$ cat config.mk
export PLATFORM = sky130hd
export DESIGN_NAME = wb_write_arbiter
export DESIGN_NICKNAME = d
export VERILOG_FILES = /design/src/rtl/wb_write_arbiter.sv
export SDC_FILE = /design/constraint.sdc
export NUM_CORES = 1
export LEC_CHECK = 0
export BUFFER_PORTS_ARGS = -buffer_cell sky130_fd_sc_hd__buf_2
export CORE_MARGIN = 2
export CORE_UTILIZATION = 30
export CTS_CLUSTER_DIAMETER = 50
export DETAILED_ROUTE_END_ITERATION = 10
export GPL_TIMING_DRIVEN = 0
export HOLD_SLACK_MARGIN = 0.02
export PLACE_DENSITY = 0.45
export SYNTH_ARGS = -nofsm -noshare
export SYNTH_HDL_FRONTEND = slang
export SYNTH_SLANG_ARGS = --single-unit
export TNS_END_PERCENT = 5
$ cat constraint.sdc
create_clock -name clk -period 6.7 [get_ports clk]
set_clock_uncertainty 0.2 [all_clocks]
set_input_delay 1.005 -clock clk [delete_from_list [all_inputs] [get_ports clk]]
set_output_delay 1.005 -clock clk [all_outputs]
set_load 0.02 [all_outputs]
$ cat src/rtl/wb_write_arbiter.sv
// rtl/wb_write_arbiter.sv - writeback arbiter: ALU/MEM round-robin into a FIFO feeding the register-bank write port
module wb_write_arbiter #(
  parameter int DEPTH  = 4,
  parameter int DATA_W = 32,
  parameter int ADDR_W = 5
) (
  input  logic                     clk,
  input  logic                     reset,
  input  logic                     alu_valid,
  input  logic [ADDR_W-1:0]        alu_addr,
  input  logic [DATA_W-1:0]        alu_data,
  output logic                     alu_ready,
  input  logic                     mem_valid,
  input  logic [ADDR_W-1:0]        mem_addr,
  input  logic [DATA_W-1:0]        mem_data,
  output logic                     mem_ready,
  output logic                     rf_write,
  output logic [ADDR_W-1:0]        rf_addr_d,
  output logic [DATA_W-1:0]        rf_data,
  input  logic [ADDR_W-1:0]        fwd_addr_a,
  input  logic [ADDR_W-1:0]        fwd_addr_b,
  output logic                     fwd_hit_a,
  output logic [DATA_W-1:0]        fwd_data_a,
  output logic                     fwd_hit_b,
  output logic [DATA_W-1:0]        fwd_data_b,
  output logic [$clog2(DEPTH):0]   count
);

  localparam int PW = $clog2(DEPTH);
  localparam int CW = PW + 1;

  // FIFO storage; validity comes only from count/rd_ptr, so contents need no reset
  logic [ADDR_W-1:0] addr_mem_q [DEPTH];
  logic [DATA_W-1:0] data_mem_q [DEPTH];

  logic [PW-1:0]     wr_ptr_q, wr_ptr_d;
  logic [PW-1:0]     rd_ptr_q, rd_ptr_d;
  logic [CW-1:0]     count_q, count_d;
  logic              rr_q, rr_d;          // 0: ALU wins next tie, 1: MEM wins next tie
  logic              rf_write_q, rf_write_d;
  logic [ADDR_W-1:0] rf_addr_q, rf_addr_nq;
  logic [DATA_W-1:0] rf_data_q, rf_data_nq;

  logic              full, alu_gnt, mem_gnt, enq, deq;
  logic [ADDR_W-1:0] enq_addr;
  logic [DATA_W-1:0] enq_data;
  logic [PW-1:0]     slot;

  // Arbitration, enqueue/dequeue decisions and next-state computation
  always_comb begin
    full     = (count_q == CW'(DEPTH));
    alu_gnt  = alu_valid && !full && (!mem_valid || !rr_q);
    mem_gnt  = mem_valid && !full && (!alu_valid || rr_q);
    enq_addr = alu_gnt ? alu_addr : mem_addr;
    enq_data = alu_gnt ? alu_data : mem_data;
    // Writes to register zero complete the handshake but are dropped here
    enq      = (alu_gnt || mem_gnt) && (enq_addr != '0);
    deq      = (count_q != '0);

    rr_d = rr_q;
    if (alu_valid && mem_valid && !full) begin
      rr_d = alu_gnt;
    end

    wr_ptr_d = wr_ptr_q + PW'(enq);
    rd_ptr_d = rd_ptr_q + PW'(deq);
    count_d  = count_q + CW'(enq) - CW'(deq);

    rf_write_d = deq;
    rf_addr_nq = deq ? addr_mem_q[rd_ptr_q] : rf_addr_q;
    rf_data_nq = deq ? data_mem_q[rd_ptr_q] : rf_data_q;
  end

  assign alu_ready = alu_gnt;
  assign mem_ready = mem_gnt;
  assign rf_write  = rf_write_q;
  assign rf_addr_d = rf_addr_q;
  assign rf_data   = rf_data_q;
  assign count     = count_q;

  // Control state and bank-facing output registers
  always_ff @(posedge clk or posedge reset) begin
    if (reset) begin
      wr_ptr_q   <= '0;
      rd_ptr_q   <= '0;
      count_q    <= '0;
      rr_q       <= 1'b0;
      rf_write_q <= 1'b0;
      rf_addr_q  <= '0;
      rf_data_q  <= '0;
    end else begin
      wr_ptr_q   <= wr_ptr_d;
      rd_ptr_q   <= rd_ptr_d;
      count_q    <= count_d;
      rr_q       <= rr_d;
      rf_write_q <= rf_write_d;
      rf_addr_q  <= rf_addr_nq;
      rf_data_q  <= rf_data_nq;
    end
  end

  // FIFO entry write on enqueue
  always_ff @(posedge clk) begin
    if (enq) begin
      addr_mem_q[wr_ptr_q] <= enq_addr;
      data_mem_q[wr_ptr_q] <= enq_data;
    end
  end

  // Forwarding: scan oldest to youngest so the youngest match overrides; rf_* entry is oldest
  always_comb begin
    fwd_hit_a  = 1'b0;
    fwd_data_a = '0;
    fwd_hit_b  = 1'b0;
    fwd_data_b = '0;
    slot       = '0;
    if (rf_write_q && (fwd_addr_a != '0) && (rf_addr_q == fwd_addr_a)) begin
      fwd_hit_a  = 1'b1;
      fwd_data_a = rf_data_q;
    end
    if (rf_write_q && (fwd_addr_b != '0) && (rf_addr_q == fwd_addr_b)) begin
      fwd_hit_b  = 1'b1;
      fwd_data_b = rf_data_q;
    end
    for (int i = 0; i < DEPTH; i++) begin
      slot = rd_ptr_q + PW'(i);
      if (CW'(i) < count_q) begin
        if ((fwd_addr_a != '0) && (addr_mem_q[slot] == fwd_addr_a)) begin
          fwd_hit_a  = 1'b1;
          fwd_data_a = data_mem_q[slot];
        end
        if ((fwd_addr_b != '0) && (addr_mem_q[slot] == fwd_addr_b)) begin
          fwd_hit_b  = 1'b1;
          fwd_data_b = data_mem_q[slot];
        end
      end
    end
  end

endmodule

# == After elaboration in Yosys (flattened, before gate mapping) ==
# Memory sizes are Yosys's and may differ from the RTL's.
# Cells that the tools add are included.
# word_totals
ff_bits,46
ramBits,148
out_inout_bits,109
n_memories,2
# classes
add_sub_neg,7
n_lt_le_gt_ge,4
n_eq_ne,11
muxes,40
n_reduce_logical,30
# mem_list
name,words,width,read_ports,rd_clocked_by_memory_dff,wr,line,source
data_mem_q,4,32,4,0,1,34,logic [DATA_W-1:0] data_mem_q [DEPTH];
addr_mem_q,4,5,4,0,1,33,logic [ADDR_W-1:0] addr_mem_q [DEPTH];
# op_table
op,n
32-bit 2-to-1 mux,19
5-bit equality test,10
1-bit 2-to-1 mux,20
1-bit logical AND,19
5-bit nonzero test,3
"1-bit by 3-bit < comparator with 1-bit output, first input constant",2
"2-bit by 3-bit < comparator with 1-bit output, first input constant",2
5-bit 2-to-1 mux,1
2-bit by 1-bit adder with 2-bit output,2
"2-bit adder, second input constant",2
1-bit zero test,4
3-bit by 1-bit adder with 3-bit output,1
"3-bit equality test, second input constant",1
1-bit logical OR,3
3-bit nonzero test,1
3-bit by 1-bit subtractor with 3-bit output,1
"2-bit by 1-bit adder with 2-bit output, second input constant",1

# == Logic depth before layout (Yosys ltp) ==
# logic_depth
depth_word,12
depth_mapped,13

# == Worst setup path after synthesis ==
# Ideal clock, no wire load.
# synth_timing
path_type,input port to flip-flop
from,input mem_valid
to,memory addr_mem_q[0][0] (enable)
setup_time_ns,0.477
t_arrival_ns,4.536
t_required_ns,6.023
setup_slack_ns,1.487
cell_stages,7
path_cell_list,nand2_1 nand3_1 clkbuf_1 mux2_2 nand4bb_1 o22ai_1 nor3_1
# synth_via
elab_chain_len,8
elab_cells_between_ends,11
cone_classes,3 x mux; 8 x reduce/logical
# synth_lines
element,line,source
from (decl),13,"input logic mem_valid,"
1-bit zero test,52,alu_gnt = alu_valid && !full && (!mem_valid || !rr_q);
1-bit logical OR,52,
1-bit logical AND,52,
5-bit 2-to-1 mux,54,enq_addr = alu_gnt ? alu_addr : mem_addr;
net enq_addr[3],45,logic [ADDR_W-1:0] enq_addr;
5-bit nonzero test,57,enq = (alu_gnt || mem_gnt) && (enq_addr != '0);
1-bit logical AND,57,
1-bit 2-to-1 mux,104,if (enq) begin
1-bit 2-to-1 mux (not written as such),105,addr_mem_q[wr_ptr_q] <= enq_addr;
to (decl),33,
# The timed path passes the listed nets, and every way through them passes these cells.

# == Worst setup path after layout ==
# layout_timing
from,register rd_ptr_q[1]
to,output fwd_data_b[0]
# layout_via
elab_chain_len,11
elab_cells_between_ends,21
cone_classes,3 x add/sub; 4 x eq/ne; 8 x mux; 4 x reduce/logical; 2 x memory
# layout_lines
element,line,source
from (decl),37,"logic [PW-1:0] rd_ptr_q, rd_ptr_d;"
from (signal assigned),93,rd_ptr_q <= rd_ptr_d;
"parallel branches: the longest is 10 deep, another holds memory read 4 x 5 bit",--,
32-bit 2-to-1 mux (*),127,if (CW'(i) < count_q) begin
to (decl),25,"output logic [DATA_W-1:0] fwd_data_b,"
# Every way passes the cells marked *.

==> flow_metrics.py <==
metrics = {
    "final_layout": {
        "final_nets": 1653,
        "antenna_cells": 0,
        "design_area_sq_um": 16100,
        "layout-drive-gt1-share_pct": 29.0,
        "post-route-util_pct": 36.2,
        "area_growth_pct": 18.7,
    },
    "timing": {
        "finalSetupViolCount": 0,
        "min_period_ns": 5.77,
        "hold_viol": 0,
        "fmax_mhz": 173,
        "rsz0062_at_grt": "false",
        "relSlewSlack_pct": 20.7,
        "finalCritPeriodShare_pct": 86.1,
        "maxSlewViolCount": 0,
        "worst_pin_slew_ns": 1.19,
    },
    "logic_synthesis": {
        "ys_ff_latch": 194,
        "async_flop_share_pct": 23.7,
        "synth_edf_count": 148,
        "synthDistinctLibCells": 53,
        "yosys_warnings": 0,
        "synth_flop_cell": "edfxtp_1",
        "seq_area_frac_synth_pct": 41.3,
        "syn_inst": 1330,
        "syn_area_per_cell_sq_um": 10.2,
        "mappedNetlistArea_sq_um": 13500,
        "synth_nets": 1425,
    },
    "placed_design": {
        "port_buffers": 187,
        "hpwl_um": 39600,
        "gp_congestion": 0.882,
        "placed_area_sq_um": 15500,
    },
    "power": {
        "clockPowerShare_pct": 12.0,
        "total_leakage_power_nw": 6.44,
        "p_total_mw": 8.66,
        "max-vdd-ir-drop_uv": 289,
        "pwr-share-seq_pct": 24.8,
        "power_density_nw_per_um2": 539,
        "p_int_mw": 4.32,
        "swShare_pct": 50.1,
        "comb_power_share_pct": 63.2,
        "p_sw_mw": 4.34,
    },
    "clock_network": {
        "numCtsBuffers": 17,
        "post_cts_resized": 0,
        "h-tree-depth": 4,
        "tritoncts": "yes",
        "cts_root_buf": "clkbuf_16",
        "cts_setup_buffers": 0,
        "cts_num_sinks": 194,
        "clockBufferDepth": 2,
        "clock_latency_ns": 0.48,
        "cts_hold_buf": 0,
        "clkSlewWorstSetupHoldPaths_ns": 0.08,
    },
    "floorplanning": {
        "initial_core_util_pct": 30.5,
        "dieArea_sq_um": 46800,
        "rows": 77,
        "core_area_sq_um": 44400,
        "die_h_um": 216,
        "num_io_pins": 197,
        "die_w_um": 216,
    },
    "critical_path": {
        "critPathCaptureType": "output pin",
        "start_kind": "flop",
        "r2r_slack_ns": 2.38,
        "critical_path_class": "flop to output pin",
        "worstPathArrival_ns": 4.57,
        "critPathRequiredTime_ns": 5.49,
        "crit_path_max_fanout": 10,
    },
    "route": {
        "drt_first_pass_iters": 7,
        "drc": 0,
        "ant_nets": 0,
        "wl_per_cell_um": 24.6,
        "drt-initial-drc-count": 899,
        "drt-total-wl_um": 53200,
        "viasPerCell": 5.51,
        "vias": 11923,
    },
    "global_routing": {
        "grt_pass1_wl_um": 76500,
        "antenna_found_initial": 0,
        "grt_pass1_vias": 11711,
        "grt_max_degree": 30,
        "overflow": 0,
        "grt_util_all_layers_pct": 22.4,
    },
    "flow_run": {
        "max-cap-violations": 0,
    },
    "outcome": {
        "status": "complete, no violations",
    },
    "hold_path": {
        "min_path_type": "flop to flop",
    },
}
-- power groups by stage --
| stage | Sequential (mW) | Clock, mW | Combinational [mW] |
|---|---|---|---|
| 6_report | 2.15 | 1.04 | 5.47 |
| 5_1_grt | 2.19 | 1.10 | 5.86 |
| 4_1_cts | 2.15 | 1.06 | 5.47 |
| 3_5_place_dp | 2.17 | 0 | 5.45 |
| 3_3_place_gp | 2.22 | 0 | 5.29 |
| 2_1_floorplan | 2.22 | 0 | 3.42 |
-- metal layers --
metal	share of wire, %	vias up	track usage, %
met5	0	-	0
met4	3.1	0	8.15
met3	6.8	81	4.27
met2	46	509	35.8
met1	44	5902	30.2
li1	-	5431	-
-- stage by stage --
stage                     hold WS, ns  setup slack [ns]  std cells  TNS, ns
final                           0.313             0.930       2163        0
after global routing            0.334             0.717       2163        0
after CTS                       0.309             0.895       2163        0
after detailed placement        0.298              1.06       2131        0
after global placement          0.288             -2.30       2109  -329.81
after floorplan                 0.267              1.49       1330        0
-- synthesized netlist by cell type (3+ instances only) --
cell type / instances / area [sq um]
xnor2_1: 32 / 280
nand2_1: 175 / 657
and2_1: 34 / 213
a221oi_1: 32 / 280
nand4_1: 3 / 18.8
ha_1: 6 / 75.1
inv_1: 16 / 60.1
buf_4: 5 / 37.5
nor3_1: 13 / 65.1
dfrtp_1: 46 / 1150
buf_2: 28 / 140
clkbuf_1: 68 / 255
a31oi_1: 3 / 18.8
nor4_1: 6 / 37.5
buf_1: 12 / 45.0
mux2_2: 103 / 1160
mux4_2: 19 / 428
nand3_1: 38 / 190
a22o_1: 32 / 280
mux2i_1: 82 / 821
o211ai_1: 22 / 165
a21oi_1: 62 / 310
o21ba_2: 31 / 310
o21ai_0: 66 / 330
nor2_1: 65 / 244
o21ai_1: 31 / 155
o211ai_2: 11 / 138
edfxtp_1: 148 / 4440
o21a_1: 31 / 233
a21o_1: 32 / 240
buf_6: 6 / 67.6
o32a_1: 29 / 290
xor2_1: 18 / 158
-- registers in the layout, indices dropped and copies added, names as in the netlist --
register / count
addr_mem_q: 20
count: 3
data_mem_q: 128
rd_ptr_q: 2
rf_addr_d: 5
rf_data: 32
rf_write: 1
rr_q: 1
wr_ptr_q: 2
-- placed cells by master, fill, tap and decap left out, types with 34 or more instances in the layout --
cell type | synthesis | final
nand3_1 | 38 | 38
nor2_1 | 65 | 65
o21ai_0 | 66 | 66
a21oi_1 | 62 | 62
buf_2 | 28 | 215
mux2_2 | 103 | 103
mux2i_1 | 82 | 82
clkbuf_1 | 68 | 70
dfrtp_1 | 46 | 46
edfxtp_1 | 148 | 148
nand2_1 | 175 | 175
and2_1 | 34 | 34
-- worst paths after layout --
| kind | end | start | depth (start not counted) |
|---|---|---|---|
| setup / recovery | fwd_data_b[0] | rd_ptr_q[1]$_DFF_PP0_ | 12 |
| hold / removal | rr_q$_DFFE_PP0P_ | rr_q$_DFFE_PP0P_ | 1 |
| setup reg to reg | count[2]$_DFF_PP0_ | count[1]$_DFF_PP0_ | 12 |
| hold reg to reg | rr_q$_DFFE_PP0P_ | rr_q$_DFFE_PP0P_ | 1 |
| max in group asynchronous | rf_data[30]$_DFFE_PP0N_ | reset | 3 |
| min in group asynchronous | rf_data[7]$_DFFE_PP0N_ | reset | 2 |
-- worst max-delay path, stage by stage (launching register included) --
cell	delay, ns
dfrtp_1	0.46
buf_4	0.25
buf_2	0.31
clkinv_1	0.27
buf_2	0.28
mux2i_1	0.20
xnor2_1	0.13
nand2_1	0.10
nor3_2	0.61
clkbuf_1	0.60
a221oi_1	0.12
o21ai_0	0.48
buf_2	0.26
-- area by class of cell --
| class | instances | area [sq um] |
|---|---|---|
| Buffer | 119 | 546 |
| Clock buffer | 20 | 458 |
| Clock inverter | 12 | 123 |
| Fill cell | 4513 | 28300 |
| Inverter | 18 | 67.6 |
| Multi-Input combinational cell | 999 | 7350 |
| Sequential cell | 194 | 5600 |
| Tap cell | 592 | 741 |
| Timing Repair Buffer | 209 | 1190 |
-- cells by family (layout without fill, tap and decap cells) --
| group | count (synthesis) | after routing | synth area share, % |
|---|---|---|---|
| AOI/OAI and AO/OA | 393 | 393 | 21.1 |
| xor gates and xnor gates | 50 | 50 | 3.24 |
| adders and majority gates | 7 | 7 | 0.703 |
| buffers and inverters | 137 | 378 | 4.53 |
| DFF | 194 | 194 | 41.3 |
| muxes | 204 | 204 | 17.8 |
| and+or+nand+nor | 345 | 345 | 11.3 |
Note: power is estimated with default switching activity, not from simulation.
